$ cat config.mk
export PLATFORM = sky130hd
export DESIGN_NAME = conv_viterbi_decoder
export DESIGN_NICKNAME = d
export VERILOG_FILES = /design/src/rtl/conv_viterbi_decoder.sv
export SDC_FILE = /design/constraint.sdc
export NUM_CORES = 1
export LEC_CHECK = 0
export ABC_AREA = 1
export BUFFER_PORTS_ARGS = -buffer_cell sky130_fd_sc_hd__buf_2
export CORE_AREA = 2 2 133 167
export DETAILED_ROUTE_END_ITERATION = 12
export DIE_AREA = 0 0 135 169
export SYNTH_ARGS = -nofsm -noshare
export SYNTH_HDL_FRONTEND = slang
export SYNTH_SLANG_ARGS = --single-unit
$ cat constraint.sdc
create_clock -name clk -period 11.9 [get_ports clk]
set_input_delay 0 -clock clk [delete_from_list [all_inputs] [get_ports clk]]
set_output_delay 0 -clock clk [all_outputs]
set_load 0.005 [all_outputs]
$ cat src/rtl/conv_viterbi_decoder.sv
// -----------------------------------------------------------------------------
// conv_viterbi_decoder
//
// Purpose:
//   Hard-decision Viterbi decoder for the rate-1/3, K=3 convolutional code
//   (c0 = u^u[-1]^u[-2], c1 = u^u[-2], c2 = u^u[-1]).
//   - The datapath is a 4-state add-compare-select (ACS) array.
//   - Path metrics are normalized every symbol.
//   - Survivors use register exchange.
//   - One decoded bit leaves per accepted symbol once DEPTH symbols have
//     been seen.
//
// Parameters:
//   DEPTH    survivor path length / decision delay in symbols (4..64)
//   METRIC_W path-metric width in bits (>= 4)
//
// Ports:
//   clk      rising-edge clock
//   rst      asynchronous active-high reset
//   i_valid  received codeword present this cycle
//   i_sig0   received c0
//   i_sig1   received c1
//   i_sig2   received c2
//   o_valid  registered one-cycle pulse per decoded bit
//   o_data   decoded data bit (valid while o_valid is high)
// -----------------------------------------------------------------------------
module conv_viterbi_decoder #(
    parameter int DEPTH    = 16,
    parameter int METRIC_W = 6
) (
    input  logic clk,
    input  logic rst,
    input  logic i_valid,
    input  logic i_sig0,
    input  logic i_sig1,
    input  logic i_sig2,
    output logic o_valid,
    output logic o_data
);

    localparam logic [METRIC_W-1:0] M_MAX = '1;
    localparam int                  CNT_W = $clog2(DEPTH + 1);
    localparam logic [CNT_W-1:0]    CNT_FULL = CNT_W'(DEPTH);

    // State index is {s1,s0}, with s0 = u[n-1] and s1 = u[n-2].
    logic [METRIC_W-1:0] metric_q [4];
    logic [METRIC_W-1:0] metric_d [4];
    logic [DEPTH-1:0]    path_q   [4];
    logic [DEPTH-1:0]    path_d   [4];
    logic [CNT_W-1:0]    cnt_q;
    logic [CNT_W-1:0]    cnt_d;
    logic                o_valid_q;
    logic                o_valid_d;
    logic                o_data_q;
    logic                o_data_d;

    // ACS intermediates
    logic [2:0]          rx;
    logic [METRIC_W-1:0] cand0    [4];
    logic [METRIC_W-1:0] cand1    [4];
    logic [METRIC_W-1:0] acs_m    [4];
    logic [DEPTH-1:0]    acs_path [4];
    logic [METRIC_W-1:0] min_m;
    logic [1:0]          best;
    logic [CNT_W-1:0]    cnt_next;

    // Hamming distance between the received word and the codeword that the
    // encoder emits for input u from state pred.
    function automatic logic [1:0] branch_metric(input logic [2:0] rx_w,
                                                 input logic [1:0] pred,
                                                 input logic       u);
        logic [2:0] exp_w;
        logic [2:0] diff;
        exp_w = {u ^ pred[0] ^ pred[1], u ^ pred[1], u ^ pred[0]};
        diff  = rx_w ^ exp_w;
        return 2'(diff[0]) + 2'(diff[1]) + 2'(diff[2]);
    endfunction

    // Saturating add: the unreachable-state metric must never wrap back
    // to a small value and win a comparison.
    function automatic logic [METRIC_W-1:0] sat_add(input logic [METRIC_W-1:0] m,
                                                    input logic [1:0]          bm);
        logic [METRIC_W:0] sum;
        sum = {1'b0, m} + {{(METRIC_W-1){1'b0}}, bm};
        return sum[METRIC_W] ? M_MAX : sum[METRIC_W-1:0];
    endfunction

    always_comb begin
        rx    = {i_sig0, i_sig1, i_sig2};
        min_m = M_MAX;
        best  = 2'd0;

        // New state {a,u} is reached from {0,a} and {1,a}.
        // On a tie the {0,a} predecessor wins.
        for (int ns = 0; ns < 4; ns++) begin
            cand0[ns] = sat_add(metric_q[ns >> 1],
                                branch_metric(rx, 2'(ns >> 1), ns[0]));
            cand1[ns] = sat_add(metric_q[2 + (ns >> 1)],
                                branch_metric(rx, 2'(2 + (ns >> 1)), ns[0]));
            if (cand1[ns] < cand0[ns]) begin
                acs_m[ns]    = cand1[ns];
                acs_path[ns] = {path_q[2 + (ns >> 1)][DEPTH-2:0], ns[0]};
            end else begin
                acs_m[ns]    = cand0[ns];
                acs_path[ns] = {path_q[ns >> 1][DEPTH-2:0], ns[0]};
            end
        end

        // Strict compare in ascending order gives the lowest index on ties.
        // The best state is the same before or after normalization.
        for (int ns = 0; ns < 4; ns++) begin
            if (ns == 0 || acs_m[ns] < min_m) begin
                min_m = acs_m[ns];
                best  = 2'(ns);
            end
        end

        cnt_next  = (cnt_q == CNT_FULL) ? cnt_q : cnt_q + 1'b1;

        for (int ns = 0; ns < 4; ns++) begin
            metric_d[ns] = metric_q[ns];
            path_d[ns]   = path_q[ns];
        end
        cnt_d     = cnt_q;
        o_valid_d = 1'b0;
        o_data_d  = o_data_q;

        if (i_valid) begin
            for (int ns = 0; ns < 4; ns++) begin
                metric_d[ns] = acs_m[ns] - min_m;
                path_d[ns]   = acs_path[ns];
            end
            cnt_d     = cnt_next;
            o_valid_d = (cnt_next == CNT_FULL);
            if (cnt_next == CNT_FULL) begin
                o_data_d = acs_path[best][DEPTH-1];
            end
        end
    end

    // Encoder starts in state 00.
    // The other states begin at the metric ceiling, so they are effectively
    // excluded until a real path reaches them.
    always_ff @(posedge clk or posedge rst) begin
        if (rst) begin
            for (int ns = 0; ns < 4; ns++) begin
                metric_q[ns] <= (ns == 0) ? '0 : M_MAX;
                path_q[ns]   <= '0;
            end
            cnt_q     <= '0;
            o_valid_q <= 1'b0;
            o_data_q  <= 1'b0;
        end else begin
            for (int ns = 0; ns < 4; ns++) begin
                metric_q[ns] <= metric_d[ns];
                path_q[ns]   <= path_d[ns];
            end
            cnt_q     <= cnt_d;
            o_valid_q <= o_valid_d;
            o_data_q  <= o_data_d;
        end
    end

    assign o_valid = o_valid_q;
    assign o_data  = o_data_q;

endmodule

**After elaboration in Yosys (flattened, before gate mapping)**

Index checks and enable logic that the tools add are counted.

- Output and inout port bits: 2
- Logic and storage cells: 85
- Bits of input ports: 6
- Flip-flop bits (word level): 91

- Add/subtract/negate cells: 28
- Mux-type cells: 27
- Reduce and logical (&&, ||, !) cells: 1
- Equality and inequality tests: 2
- Bitwise operators: 8
- $lt $le $gt $ge: 8

Operators with widths:

| operator | number |
|---|---|
| two-way mux 16 bit | 6 |
| two-way mux 6 bit | 15 |
| adder 6 x 2 -> 7 bit | 8 |
| < comparator 6 bit | 7 |
| binary-select mux 16 bit (select 2 bit) | 1 |
| subtractor 6 bit | 4 |
| adder 2 x 1 -> 2 bit | 8 |
| adder 1 x 1 -> 2 bit | 7 |
| == test 5 bit, second input constant | 2 |
| inverter 2 bit | 3 |
| adder 5 x 1 -> 5 bit, second input constant | 1 |
| two-way mux 5 bit | 1 |
| two-way mux 2 bit | 2 |
| >= comparator 3 bit, second input constant | 1 |
| inverter 1 bit | 3 |
| inverter 2 -> 3 bit | 1 |
| inverter 3 bit | 1 |
| two-way mux 1 bit | 2 |
| AND reduction 2 bit | 1 |

**Longest topological paths before layout**

- Depth in word-level cells: 17
- Depth in mapped cells: 56
- Depth with buffers taken out: 54

**Worst setup path before layout**

No wires, ideal clock.

- Path type: reg2reg
- Start point: reg metric_q[6] (netlist name)
- End point: reg metric_q[22] (netlist name)
- Stages on the path, launching flop included: 46
- Arrival: 7.140 ns
- Slack: 4.630 ns
- Period minus slack after synthesis: 7.270 ns
- Path buffers: 4
- Setup time: 0.129 ns
- Required time: 11.771 ns
- Cell sequence: dfstp_2 -> fa_1 -> ha_1 -> fa_1 -> nand3_2 -> inv_1 -> nand2_1 -> nand3_1 -> ha_1 -> inv_1 -> o21bai_1 -> nor2_4 -> nand2_4 -> clkbuf_1 -> nand2_1 -> o21ai_0 -> ha_1 -> inv_1 -> [10 not listed] -> buf_8 -> o21ai_0 -> ha_1 -> nand2_1 -> nor2_2 -> nand3_4 -> nand3_4 -> buf_6 -> o21ai_0 -> ha_1 -> inv_1 -> ha_1 -> inv_1 -> nand2_1 -> nand3_1 -> nand3_1 -> nand3_1 -> o21ai_1

- Longest elaborated chain between the ends: 11
- Elaborated cells on any way between the ends: 15
- Classes of those cells: add/sub (3); order compare (5); mux (7)

RTL lines:

| element | line | source |
|---|---|---|
| from (decl) | 46 | `logic [METRIC_W-1:0] metric_q [4];` |
| from (signal, indexed assignment) | 147 | `metric_q[ns] <= (ns == 0) ? '0 : M_MAX;` |
| from (signal, indexed assignment) | 155 | `metric_q[ns] <= metric_d[ns];` |
| adder 6 x 2 -> 7 bit | 84 | `sum = {1'b0, m} + {{(METRIC_W-1){1'b0}}, bm};` |
| two-way mux 6 bit | 85 | `return sum[METRIC_W] ? M_MAX : sum[METRIC_W-1:0];` |
| < comparator 6 bit | 100 | `if (cand1[ns] < cand0[ns]) begin` |
| two-way mux 6 bit | 100 |  |
| < comparator 6 bit | 112 | `if (ns == 0 \|\| acs_m[ns] < min_m) begin` |
| two-way mux 6 bit | 112 |  |
| < comparator 6 bit | 112 |  |
| two-way mux 6 bit | 112 |  |
| < comparator 6 bit | 112 |  |
| two-way mux 6 bit | 112 |  |
| subtractor 6 bit * | 130 | `metric_d[ns] = acs_m[ns] - min_m;` |

Mark *: on every way between the ends. The rest lies on a longest branch, timed or not.
A chain may end at the register's enable or synchronous reset.

**Worst setup path after layout**

- Start point: reg metric_q[18] (netlist name)
- End point: reg metric_q[22] (netlist name)

The elaborated chain is that of the path after synthesis.

==> impl_results.rst <==
.. list-table::
   :header-rows: 1

   * - Metric
     - Value
   * - Run status
     - finished, final reports clean
   * - Std cell rows
     - 60
   * - Filler cell count
     - 2321
   * - Number of different library cells in the post-synthesis netlist
     - 48
   * - EDFF count, synth
     - 0
   * - Slew Viols, Final
     - 0
   * - Skew-Pair Late Insertion Delay
     - 0.35 ns
   * - Slowest Stage Delay on Critical Path
     - 0.66 ns
   * - Rel. slew slack
     - between 30% and 40%
   * - Mean cell area of the mapped netlist
     - ~6.8 um^2
   * - Crit Path Max Fanout
     - 32
   * - Worst-path clk slew
     - around 0.07 ns
   * - Unrepaired setup endpoints after global routing
     - no
   * - Root Buffer Master
     - sky130_fd_sc_hd__clkbuf_16
   * - Effective utilization at floorplan
     - 36.26%
   * - Required time at the worst-slack endpoint
     - 12.10 ns
   * - Total global routing track utilization
     - approximately a fifth
   * - Layout area overhead
     - 7.009%
   * - CTS max path bufs
     - 2
   * - Floorplan die height
     - 169 um
   * - CTS HTree Levels
     - 3
   * - Nets
     - 1197
   * - Dominant cell type by area after synthesis
     - sky130_fd_sc_hd__dfrtp_1
   * - Vias per Instance
     - 5.038
   * - Number of buffers inserted during clock tree synthesis
     - 9
   * - Antenna violations before repair
     - 0
   * - Commonest non-fill, non-tap cells in the layout
     - sky130_fd_sc_hd__nand2_1 (288), sky130_fd_sc_hd__inv_1 (153), sky130_fd_sc_hd__o21ai_0 (149)
   * - Setup_tns
     - 0 ns
   * - Critical path capture point type
     - flip-flop
   * - Vias in the first global route
     - 6699
   * - Crit path time final
     - 8.903 ns
   * - Placeable core area
     - between 20000 and 25000 um^2
   * - Setup-violating endpoint count in the final report
     - 0
   * - # IOs
     - 8
   * - Proportion of layout cells with a drive suffix above 1
     - 8.808%
   * - Arrival time of the worst setup path
     - 9.11 ns
   * - Hpwl dp
     - about 16000 um
   * - Setup Crit Path Kind
     - reg2reg
   * - Pin slew with the least headroom to its limit
     - 1.034 ns
   * - DIE WIDTH
     - 135 um
   * - Critical Path Slowest Stage Cell
     - sky130_fd_sc_hd__o21ai_0
   * - Post-Route WL
     - 20780 um
   * - Final worst-path cycle share
     - 74.81%
   * - Number of port buffers
     - 7
   * - Clock tree sinks
     - 86
   * - Average wire per cell in the routed design
     - 14.81 um
   * - Register bit total from synthesis
     - 86
   * - Most common flop cell mapped by yosys
     - sky130_fd_sc_hd__dfrtp_1
   * - First-pass DRT Iterations
     - 5
   * - Achievable clock frequency
     - about 0.11 GHz
   * - Most frequent standard cell in the layout excluding fill and tap cells
     - sky130_fd_sc_hd__nand2_1
   * - Post-Synthesis Net Count
     - 1211
   * - Wire length of the first global-routing pass
     - 34200 um
   * - Type of the worst min-delay path
     - in2async
   * - Final estimated routing congestion in global placement
     - about 0.97
   * - Post-synth ARST share
     - 100.0%
   * - Number of max-cap violations
     - 0
   * - Number of vias in the routed layout
     - ~7100
   * - Total Die Area
     - 22820 um^2
   * - Synth warnings
     - 0
   * - Dominant cells by area after synthesis
     - sky130_fd_sc_hd__dfrtp_1 (22%), sky130_fd_sc_hd__nand2_1 (14%), sky130_fd_sc_hd__o21ai_0 (9.6%), sky130_fd_sc_hd__ha_1 (9.1%), sky130_fd_sc_hd__inv_1 (7.5%)
   * - Critical Path Start Type
     - flip-flop
   * - Maximum number of pins on one net before global-route repair
     - 90
   * - Summed instance area of the synthesized netlist
     - 7730 um^2
   * - Post-CTS Setup Inserts
     - 0
   * - Post-route antenna net violation count
     - 0
   * - Sequential fraction of the synthesis area
     - between 20% and 30%
   * - Antenna cell count
     - 0
   * - Worst Skew
     - 0.007008 ns
   * - Post-Synthesis Cells
     - 1133
   * - DRT iter0 DRCs
     - 466
   * - Post-synth top area share
     - 22.01%
   * - CTS tree
     - done
   * - Post-route DRC
     - 0
   * - Total count of hold-check failures in the final report
     - 0
   * - GRT overflow
     - 0
cell usage after synthesis (7+ instances only):
master                       n
sky130_fd_sc_hd__nand2_1   288
sky130_fd_sc_hd__inv_1     155
sky130_fd_sc_hd__o21ai_0   149
sky130_fd_sc_hd__nand3_1    99
sky130_fd_sc_hd__nor2_1     80
sky130_fd_sc_hd__dfrtp_1    68
sky130_fd_sc_hd__ha_1       56
sky130_fd_sc_hd__a21oi_1    49
sky130_fd_sc_hd__clkbuf_1   24
sky130_fd_sc_hd__dfstp_2    18
sky130_fd_sc_hd__fa_1       16
sky130_fd_sc_hd__o21ai_1    12
sky130_fd_sc_hd__nand2_2    11
sky130_fd_sc_hd__nand3_2    10
sky130_fd_sc_hd__xor2_1      8
sky130_fd_sc_hd__a31oi_1     7
sky130_fd_sc_hd__nor2_2      7
sky130_fd_sc_hd__o21a_1      7
sky130_fd_sc_hd__o21bai_1    7
critical path, delay by kind of cell (launching register included):
family                     cells  cell delay (ns)
and+or+nand+nor               23             2.49
buffers and inverters          6             0.63
adders and majority gates      9             2.88
AOI/OAI and AO/OA              7             2.27
DFF                            1             0.47
state kept, by name, summed over array words and instances, names as in the netlist:
name	flops
o_valid	1
metric_q	24
path_q	55
cnt_q	5
o_data	1
layer usage:
layer / global-route usage [%] / vias to the layer above / wire length, um
met2: 33.46 / 112 / 10340
met4: 9.601 / 0 / 1007
met1: 22.65 / 3248 / 8952
li1: - / 3657 / -
met5: 0 / - / 0
met3: 1.767 / 51 / 480
area by class of cell:
class                   count  area, um^2  share of cell area, %
well taps                 279       349.1                  4.220
inverters                 160       601.8                  7.276
flip-flops and latches     86        2175                  26.29
clock buffers               9       225.2                  2.723
clock inverters             7       78.83                 0.9530
repair buffers             11       67.56                 0.8168
multi-input cells         851        4775                  57.72
path summary, 6_finish.rpt:
check / start / to / slack (ns) / depth (start not counted)
setup / recovery: metric_q[18] / metric_q[22] / 3.00 / 45
setup reg to reg: metric_q[18] / metric_q[22] / 3.00 / 45
hold / removal: rst / cnt_q[0] / 0.24 / 3
hold reg to reg: path_q[0] / path_q[0] / 0.47 / 1
max in group asynchronous: rst / metric_q[23] / 10.50 / 4
min in group clk: i_valid / metric_q[13] / 0.27 / 4
cell families after synthesis:
logic type / count (synthesis) / share of synthesized area, %
AND/OR/NAND/NOR: 520 / 29.85
adder cells (fa/ha/maj): 72 / 13.21
buffers and inverters: 196 / 10.10
XOR/XNOR: 11 / 1.246
flip-flops: 86 / 28.13
AO/OA/AOI/OAI: 248 / 17.47
metrics by stage:
stage	hold WS (ns)	worst slack, ns	util [%]	std cells	area (um^2)
4_1_cts	0.2468	3.007	38.80	1403	8272
3_3_place_gp	0.07904	3.088	37.32	1386	7958
6_report	0.2382	2.997	38.80	1403	8272
3_5_place_dp	0.07780	3.035	37.32	1386	7958
5_1_grt	0.2809	2.184	38.80	1403	8272
2_1_floorplan	0.3138	4.630	-	1133	7730
repair_timing:
item                      CTS  global route
gates resized for setup     0             0
hold endpoints to repair    9             0
hold buffers                1             0
Power is not shown: default switching activity piles up to over one toggle a cycle in this logic, so the estimate is an artifact.
